--- src/rtl/rand_range_gen.sv ---
// On-request random draw in 1..RANGE from a free-running Fibonacci LFSR, valid/ready output.
// Define RAND_UNIFORM_EN for rejection sampling (exact uniformity); otherwise a plain fold is used.
module rand_range_gen #(
    parameter int               WIDTH = 8,
    parameter logic [WIDTH-1:0] TAPS  = 'h1D,
    parameter logic [WIDTH-1:0] SEED  = 'h01,
    parameter int               RANGE = 8
) (
    input  logic             clk,
    input  logic             rst,
    input  logic             seed_load,
    input  logic [WIDTH-1:0] seed_val,
    input  logic             req,
    output logic             out_valid,
    input  logic             out_ready,
    output logic [WIDTH-1:0] out_val,
    output logic             busy
);

    localparam int               LIMIT_I = ((2**WIDTH - 1) / RANGE) * RANGE;
    localparam logic [WIDTH-1:0] LIMIT   = LIMIT_I[WIDTH-1:0];

    typedef enum logic [1:0] {IDLE, RUN, HOLD} state_t;

    state_t           state, state_d;
    logic [WIDTH-1:0] lfsr;
    logic [WIDTH-1:0] lfsr_step;
    logic             accept;
    logic [WIDTH-1:0] map_rom [2**WIDTH];

    // Fold table built from constants, so the mapping costs a ROM lookup instead of a divider.
    for (genvar i = 0; i < 2**WIDTH; i++) begin : g_map
        localparam int M = (i == 0) ? 0 : ((i - 1) % RANGE) + 1;
        assign map_rom[i] = M[WIDTH-1:0];
    end

    assign lfsr_step = {^(lfsr & TAPS), lfsr[WIDTH-1:1]};
    assign busy      = (state != IDLE);

`ifdef RAND_UNIFORM_EN
    assign accept = (lfsr <= LIMIT);
`else
    assign accept = 1'b1;
`endif

    always_comb begin
        state_d = state;
        if (seed_load) begin
            state_d = IDLE;
        end else begin
            case (state)
                IDLE:    if (req) state_d = RUN;
                RUN:     if (accept) state_d = HOLD;
                HOLD:    if (out_ready) state_d = req ? RUN : IDLE;
                default: state_d = IDLE;
            endcase
        end
    end

    always_ff @(posedge clk or posedge rst) begin
        if (rst) begin
            state     <= IDLE;
            lfsr      <= SEED;
            out_valid <= 1'b0;
            out_val   <= '0;
        end else begin
            state <= state_d;
            if (seed_load) begin
                lfsr      <= (seed_val == '0) ? SEED : seed_val;
                out_valid <= 1'b0;
            end else begin
                lfsr <= lfsr_step;
                if (state == RUN && accept) begin
                    out_valid <= 1'b1;
                    out_val   <= map_rom[lfsr];
                end else if (state == HOLD && out_ready) begin
                    out_valid <= 1'b0;
                end
            end
        end
    end

endmodule

--- config.mk ---
export PLATFORM = sky130hd
export DESIGN_NAME = rand_range_gen
export DESIGN_NICKNAME = d
export VERILOG_FILES = /design/src/rtl/rand_range_gen.sv
export SDC_FILE = /design/constraint.sdc
export NUM_CORES = 1
export LEC_CHECK = 0
export ABC_AREA = 1
export CAP_MARGIN = 20
export CORE_MARGIN = 1.5
export CORE_UTILIZATION = 30
export DETAILED_ROUTE_END_ITERATION = 10
export PLACE_DENSITY_LB_ADDON = 0.3
export SYNTH_ARGS = -nofsm -noshare
export SYNTH_HDL_FRONTEND = slang
export SYNTH_SLANG_ARGS = --single-unit
--- constraint.sdc ---
create_clock -name clk -period 1.15 [get_ports clk]
set_input_delay 0.23 -clock clk [delete_from_list [all_inputs] [get_ports clk]]
set_output_delay 0.23 -clock clk [all_outputs]
set_load 0.01 [all_outputs]
# After elaboration in Yosys (flattened, before gate mapping)
# Memory sizes are Yosys's and may differ from the RTL's. A register that Yosys moved wholly into a read port is not among the register bits.
# Index checks and enable logic that the tools add are counted.
[totals]
rom_bits = 2048
word_cells = 28
n_memories = 1
out_inout_bits = 10
input_bits = 13
ramBits = 0
latchBits = 0
ff_bits = 11
[memory_table]
columns = ["name", "depth", "word_bits", "rd", "rd_ports_with_merged_regs", "wr", "line", "text"]
rows = [
  ["(no name shown)", 256, 8, 1, 1, 0, "75", "out_val <= map_rom[lfsr];"],
]
[classes]
order_cmp = 0
shifts = 0
eq_ne = 4
n_reduce_logical = 8
n_mul = 0
muxes = 10
add_sub_neg = 0
div = 0
n_bitwise = 2
[op_table]
columns = ["operator", "n"]
rows = [
  ["$mux 8", 2],
  ["$not 8->9", 1],
  ["$logic_not 8->1", 1],
  ["$reduce_xor 8->1", 1],
  ["$mux 2", 3],
  ["$ne 3x3->1 const B", 2],
  ["$pmux 2 s3", 1],
  ["$mux 1", 4],
  ["$reduce_and 2->1", 2],
  ["$reduce_bool 3->1", 1],
  ["$eq 2x1->1 const B", 1],
  ["$eq 2x2->1 const B", 1],
  ["$logic_not 2->1", 1],
  ["$reduce_bool 2->1", 1],
  ["$logic_and 1x1->1", 1],
  ["$not 1->1", 1],
]

# Longest topological paths before layout
# Gate-level depths: netlist of run 1.
[logic_depth]
ltp_word = 5
ltp_mapped = 6
depth_no_buf = 6

# Least setup slack after synthesis of run 1
# Ideal clock, no wire load.
[synth_timing]
kind = "register to register"
start = "register lfsr[0]"
end = "register lfsr[7]"
arrival_time_ns = 0.814
path_slack_ns = 0.218
n_path_buf = 0
path_stages_with_launch = 6
setup_time_ns = 0.117
required_ns = 1.033
synth_period_minus_slack_ns = 0.932
cell_sequence = "dfstp_2 nor2_1 nor2_1 nand2_1 nand3_1 nand2_1"
[synth_between]
elab_chain_len = 2
[synth_lines]
columns = ["item", "line", "text"]
rows = [
  ["start, declared", "26", "logic [WIDTH-1:0] lfsr;"],
  ["start signal, assigned", "69", "lfsr <= (seed_val == '0) ? SEED : seed_val;"],
  ["start signal, assigned", "72", "lfsr <= lfsr_step;"],
  ["$reduce_xor 8->1", "37", "assign lfsr_step = {^(lfsr & TAPS), lfsr[WIDTH-1:1]};"],
  ["$mux 8", "68", "if (seed_load) begin"],
]
# Every way passes these cells.
# A chain may end at the register's enable or synchronous reset.

# Worst setup path after layout of run 1
[layout_timing]
start = "register state[0]"
end = "output busy"
[layout_between]
elab_chain_len = 1
[layout_lines]
columns = ["item", "line", "text"]
rows = [
  ["start, declared", "25", "state_t state, state_d;"],
  ["start signal, assigned", "67", "state <= state_d;"],
  ["$reduce_bool 2->1", "38", "assign busy = (state != IDLE);"],
  ["end, declared", "17", "output logic busy"],
]
# Every way passes these cells.

==> results of run 1 <==
==> worst reg2reg max path: stages, from the launching register on <==
cell and delay [ns]:
dfrtp_1 0.40, buf_4 0.14, buf_4 0.13, nand3_4 0.12, nor2_2 0.05, nand3_1 0.07, nand2_1 0.05
==> final cells by class <==
type,count,area (um^2)
fill,267,1260
sequential,15,376.6
multi-input combinational,62,275.3
timing repair buffer,29,232.7
inverter,13,48.80
tap,28,35.03
clock buffer,4,26.28
==> timing repair <==
action	CTS	global route
setup buffers	3	1
gates resized for setup	14	7
hold buffers	0	0
endpoints found under the setup margin	6	6
==> metrics by stage <==
stage          instances  hold slack [ns]    util  area (um^2)
6_report             151           0.1605  0.4412        994.7
5_1_grt              151           0.1721  0.4412        994.7
4_1_cts              150           0.1584  0.4489         1012
3_5_place_dp         143           0.4584  0.4295        968.4
3_3_place_gp         143           0.4589  0.4295        968.4
2_1_floorplan         95           0.1308       -        735.7
==> cells by family (layout without fill, tap and decap cells) <==
group | after synthesis | in the layout | synth area share
compound gates | 7 | 7 | 0.04835
xor+xnor | 1 | 1 | 0.01209
buf+inv | 18 | 46 | 0.1157
flops | 15 | 15 | 0.5199
other cells | 1 | 4 | 0.005176
simple gates | 50 | 50 | 0.2988
==> routing by layer <==
layer,vias up,part of all wire,track usage,wire length (um)
met5,-,0,0,0
met4,0,0.020,0.07692,27
met1,275,0.44,0.1431,598
met3,4,0.067,0.01724,91
li1,337,-,-,-
met2,21,0.47,0.1983,634
==> sequential cells by signal, indices dropped and copies added (netlist names) <==
register	flops
lfsr	8
out_valid	1
state	2
out_val	4
==> report_power, final <==
| part | switching, W | internal, W |
|---|---|---|
| Sequential | 0.0000376 | 0.000595 |
| Clock | 0.000161 | 0.000135 |
| Combinational | 0.000141 | 0.000144 |
==> final timing paths <==
kind	startpoint	to	slack [ns]	cells past startpoint
max	state[0]	busy	0.02	3
min	rst	out_val[2]	0.16	2
max reg2reg	state[0]	out_val[3]	0.10	6
min reg2reg	lfsr[5]	lfsr[4]	0.48	2
max in group asynchronous	rst	lfsr[5]	0.59	3
min in group clk	lfsr[5]	lfsr[4]	0.48	2
==> layout by cell type, fill, tap and decap left out <==
cell / n
dfrtp_1: 14
clkdlybuf4s50_1: 12
inv_2: 3
buf_2: 1
or2_0: 1
inv_1: 10
clkbuf_2: 5
nor2_1: 12
nor2_2: 1
a21oi_1: 1
nand3_1: 6
clkbuf_4: 3
nand4_1: 1
dfstp_2: 1
o21ai_0: 6
clkbuf_1: 1
nand3_4: 1
conb_1: 4
nand2_1: 28
buf_4: 11
xnor2_1: 1
==> impl_metrics.yaml, run 1 <==
logic_synthesis:
  synth-seq-cells: 15
  synth_top_area_cell: "dfrtp_1"
  synth_edf_count: 0
  synth_async_sr_flop_share: 1.000
  ys_seq_area_frac: 0.5199
  synth_area_leaders: "dfrtp_1 (48%), nand2_1 (15%), inv_1 (6.2%), nor2_1 (6.2%), nand3_1 (4.1%)"
  netlist-cell-type-count: 17
  syn_avg_cell_area_um2: 7.874
  yosys.cell_count.top_type: "nand2_1"
  syn_area_um2: 724.4
  synthCells: 92
  yosysTopAreaCellShare: 0.4836
  synthTopCellsByCount: "nand2_1 (28), dfrtp_1 (14), inv_1 (12), nor2_1 (12)"
  synth_ff_type: "dfrtp_1"
  synth_warnings: 0
pwr:
  power_density_mw_per_mm2: 1219
  vdd_drop_max_v: 0.0005509
  leakagePower_nw: 0.5326
  total_power_w: 0.001213
worst_setup_path:
  cp_top_family: "flip-flops"
  crit_buf_inv: 2
  cp-end-kind: "output port"
  path_cells: "inv_2, nand2_1, buf_2"
  cp_data_arrival_time_ns: 0.90
  worstSetupPathType: "flip-flop to output port"
  slowest_delay_ns: 0.40
  critPathMaxFanout: 2
  worstSetupStartpointType: "flip-flop"
  cpMaxStageDelayCell: "dfrtp_1"
  critPathRequiredTime_ns: 0.92
routing:
  route.detailed.drc: 0
  routed_via_density: 4.219
  vias: 637
  firstDrtPassIters: 4
  drt_wl_total_um: 1353
  drtAntennaViolNets: 0
  dr.first_iter.drc_count: 7
  post_drt_wl_per_cell_um: 8.960
floorplanning:
  dieArea_mm2: 0.002719
  core.rowCount: 17
  initial_core_util: 0.3213
  die_x_um: 52.14
  core_area_mm2: 0.002255
  io_pins: 23
  die-height_um: 52.14
timing:
  finalCriticalPeriod_ns: 1.134
  fin_setup_tns_ns: 0
  finalHoldViolations: 0
  slew_viol_final: 0
  final-setup-viol-count: 0
  fin_skew_ns: 0.001198
  worst_slack_ns: 0.01558
  rsz0062_at_grt: "yes"
  max_freq_ghz: 0.8815
  post-route-period-util: 0.9864
flow_run:
  maxCapViolCount: 0
clock_network:
  clk_pin_slew_ns: 0.08
  cts_tree: "built"
  cts_made_buffers: 3
  htreeDepth: 1
  insertion_delay_ns: 0.28
  clock-sinks: 15
  clockRootBuffer: "clkbuf_4"
  ctsLongestPathBuffers: 2
global_routing:
  grt_max_degree: 13
  grt_pass1_vias: 612
  grt_pass1_wl_um: 2366
  grt_overflow_total: 0
  grt.total_usage: 0.1194
  grt_antenna_before_repair: 0
hold_path:
  min_path_type: "primary input to async pin"
placed_design:
  preCtsSetupSlack_ns: -0.09674
  io_buffers: 18
  hpwl_um: 1072
  gp_congestion: 0.7119
finish:
  fin_nets: 137
  antenna_cells: 0
  drive_above_1_share: 0.2114
  syn_to_final_growth_pct: 37.31
outcome:
  run_status: "completed"
Note: power is estimated with default switching activity, not from simulation.
==> run 2: changes to the inputs <==
GPL_ROUTABILITY_DRIVEN = 1   (was not set)
SETUP_SLACK_MARGIN = 0.5   (was not set)
==> run 2 against run 1 <==
Net effect:
- first-iteration DRC count is 14% lower
- critical path type unchanged
- critical endpoint unchanged
- largest power group unchanged
- worst setup slack worse by 0.0068 ns
- total power is 5.6% higher
==> impl_metrics.yaml, run 2 (synthesis gave the netlist of run 1 again) <==
finish:
  antenna_cells: 0
  final_common_cell: "nand2_1"
  drive_above_1_share: 0.3937
  largest_register: "lfsr"
  largest_reg_flops: 8
  reg.largest.list: "lfsr x8, out_val x4, state x2"
  fin_nets: 141
  syn_to_final_growth_pct: 50.60
  most-common-layout-cells: "nand2_1 (24), dfrtp_1 (13), buf_4 (12)"
placed_design:
  gp_congestion: 0.7582
  hpwl_um: 1176
  io_buffers: 18
  preCtsSetupSlack_ns: -0.07016
worst_setup_path:
  cp-end-kind: "output port"
  cpMaxStageDelayCell: "dfrtp_1"
  cp_top_family: "flip-flops"
  slowest_delay_ns: 0.40
  crit_buf_inv: 2
  path_cells: "inv_2, nand2_2, buf_6"
  worstSetupPathType: "flip-flop to output port"
  critPathRequiredTime_ns: 0.92
  critPathMaxFanout: 2
  cp_data_arrival_time_ns: 0.91
  worstSetupStartpointType: "flip-flop"
floorplanning:
  io_pins: 23
  die_x_um: 52.14
  initial_core_util: 0.3213
  dieArea_mm2: 0.002719
  core.rowCount: 17
  die-height_um: 52.14
  core_area_mm2: 0.002255
global_routing:
  grt.total_usage: 0.1377
  grt_antenna_before_repair: 0
  grt_overflow_total: 0
  grt_max_degree: 13
  grt_pass1_wl_um: 2677
  grt_pass1_vias: 655
routing:
  route.detailed.drc: 0
  dr_wl_met2_um: 746
  firstDrtPassIters: 4
  vias: 662
  post_drt_wl_per_cell_um: 10.03
  top_layer_used: "met4"
  dr.first_iter.drc_count: 6
  routed_via_density: 4.271
  drt_wl_total_um: 1554
  drtAntennaViolNets: 0
  wl_met3_um: 87
  wl_met1_um: 692
timing:
  finalCriticalPeriod_ns: 1.141
  max_freq_ghz: 0.8763
  post-route-period-util: 0.9923
  fin_setup_tns_ns: 0
  rsz0062_at_grt: "yes"
  fin_skew_ns: 0.003209
  worst_slack_ns: 0.008819
  fin_hold_ws_ns: 0.1450
  slew_viol_final: 0
  finalHoldViolations: 0
  final-setup-viol-count: 0
clock_network:
  clk_pin_slew_ns: 0.09
  cts_tree: "built"
  insertion_delay_ns: 0.29
  clockRootBuffer: "clkbuf_4"
  clock-sinks: 15
  ctsLongestPathBuffers: 2
  htreeDepth: 1
  ctsHoldBuffers: 0
  cts_made_buffers: 3
pwr:
  leakagePower_nw: 0.5663
  vdd_drop_max_v: 0.0005882
  total_power_w: 0.001281
  power_density_mw_per_mm2: 1174
flow_run:
  maxCapViolCount: 0
outcome:
  run_status: "completed"
hold_path:
  min_path_type: "primary input to async pin"
[run 2: repair_timing]
item / in CTS / in global routing
resized for setup: 53 / 16
pin swaps: 15 / 13
setup buffers: 5 / 2
endpoints found under the setup margin: 21 / 30
[run 2: cell type report]
cell class,instances,area (um^2)
Multi-Input combinational cell,62,331.6
Inverter,13,51.30
Timing Repair Buffer,33,269.0
Tap cell,28,35.03
Clock buffer,4,26.28
Sequential cell,15,377.9
Fill cell,250,1164
[run 2: worst paths after layout]
check / cells past startpoint / from / end / slack (ns)
max in group asynchronous: 3 / rst / lfsr[4] / 0.65
min in group clk: 3 / seed_val[6] / lfsr[6] / 0.16
min: 2 / rst / out_val[0] / 0.15
min reg2reg: 2 / out_val[2] / out_val[2] / 0.50
max reg2reg: 6 / state[1] / out_val[3] / 0.12
max: 3 / state[0] / busy / 0.009
[run 2: through the flow]
| step | util | cells | area, um^2 |
|---|---|---|---|
| floorplan | - | 95 | 748.2 |
| CTS | 0.4661 | 153 | 1051 |
| global route | 0.4839 | 155 | 1091 |
| detailed placement | 0.4384 | 144 | 988.4 |
| finish | 0.4839 | 155 | 1091 |
| global placement | 0.4384 | 144 | 988.4 |
[run 2: power by group]
part / internal [W] / switching (W)
logic: 0.000172 / 0.000166
registers: 0.000595 / 0.0000432
clock network: 0.000135 / 0.000170
[run 2: per-layer routing]
metal  vias up  track usage
met5         -            0
met3         3      0.02011
met1       296       0.1673
met4         0      0.08974
li1        342            -
met2        21       0.2257
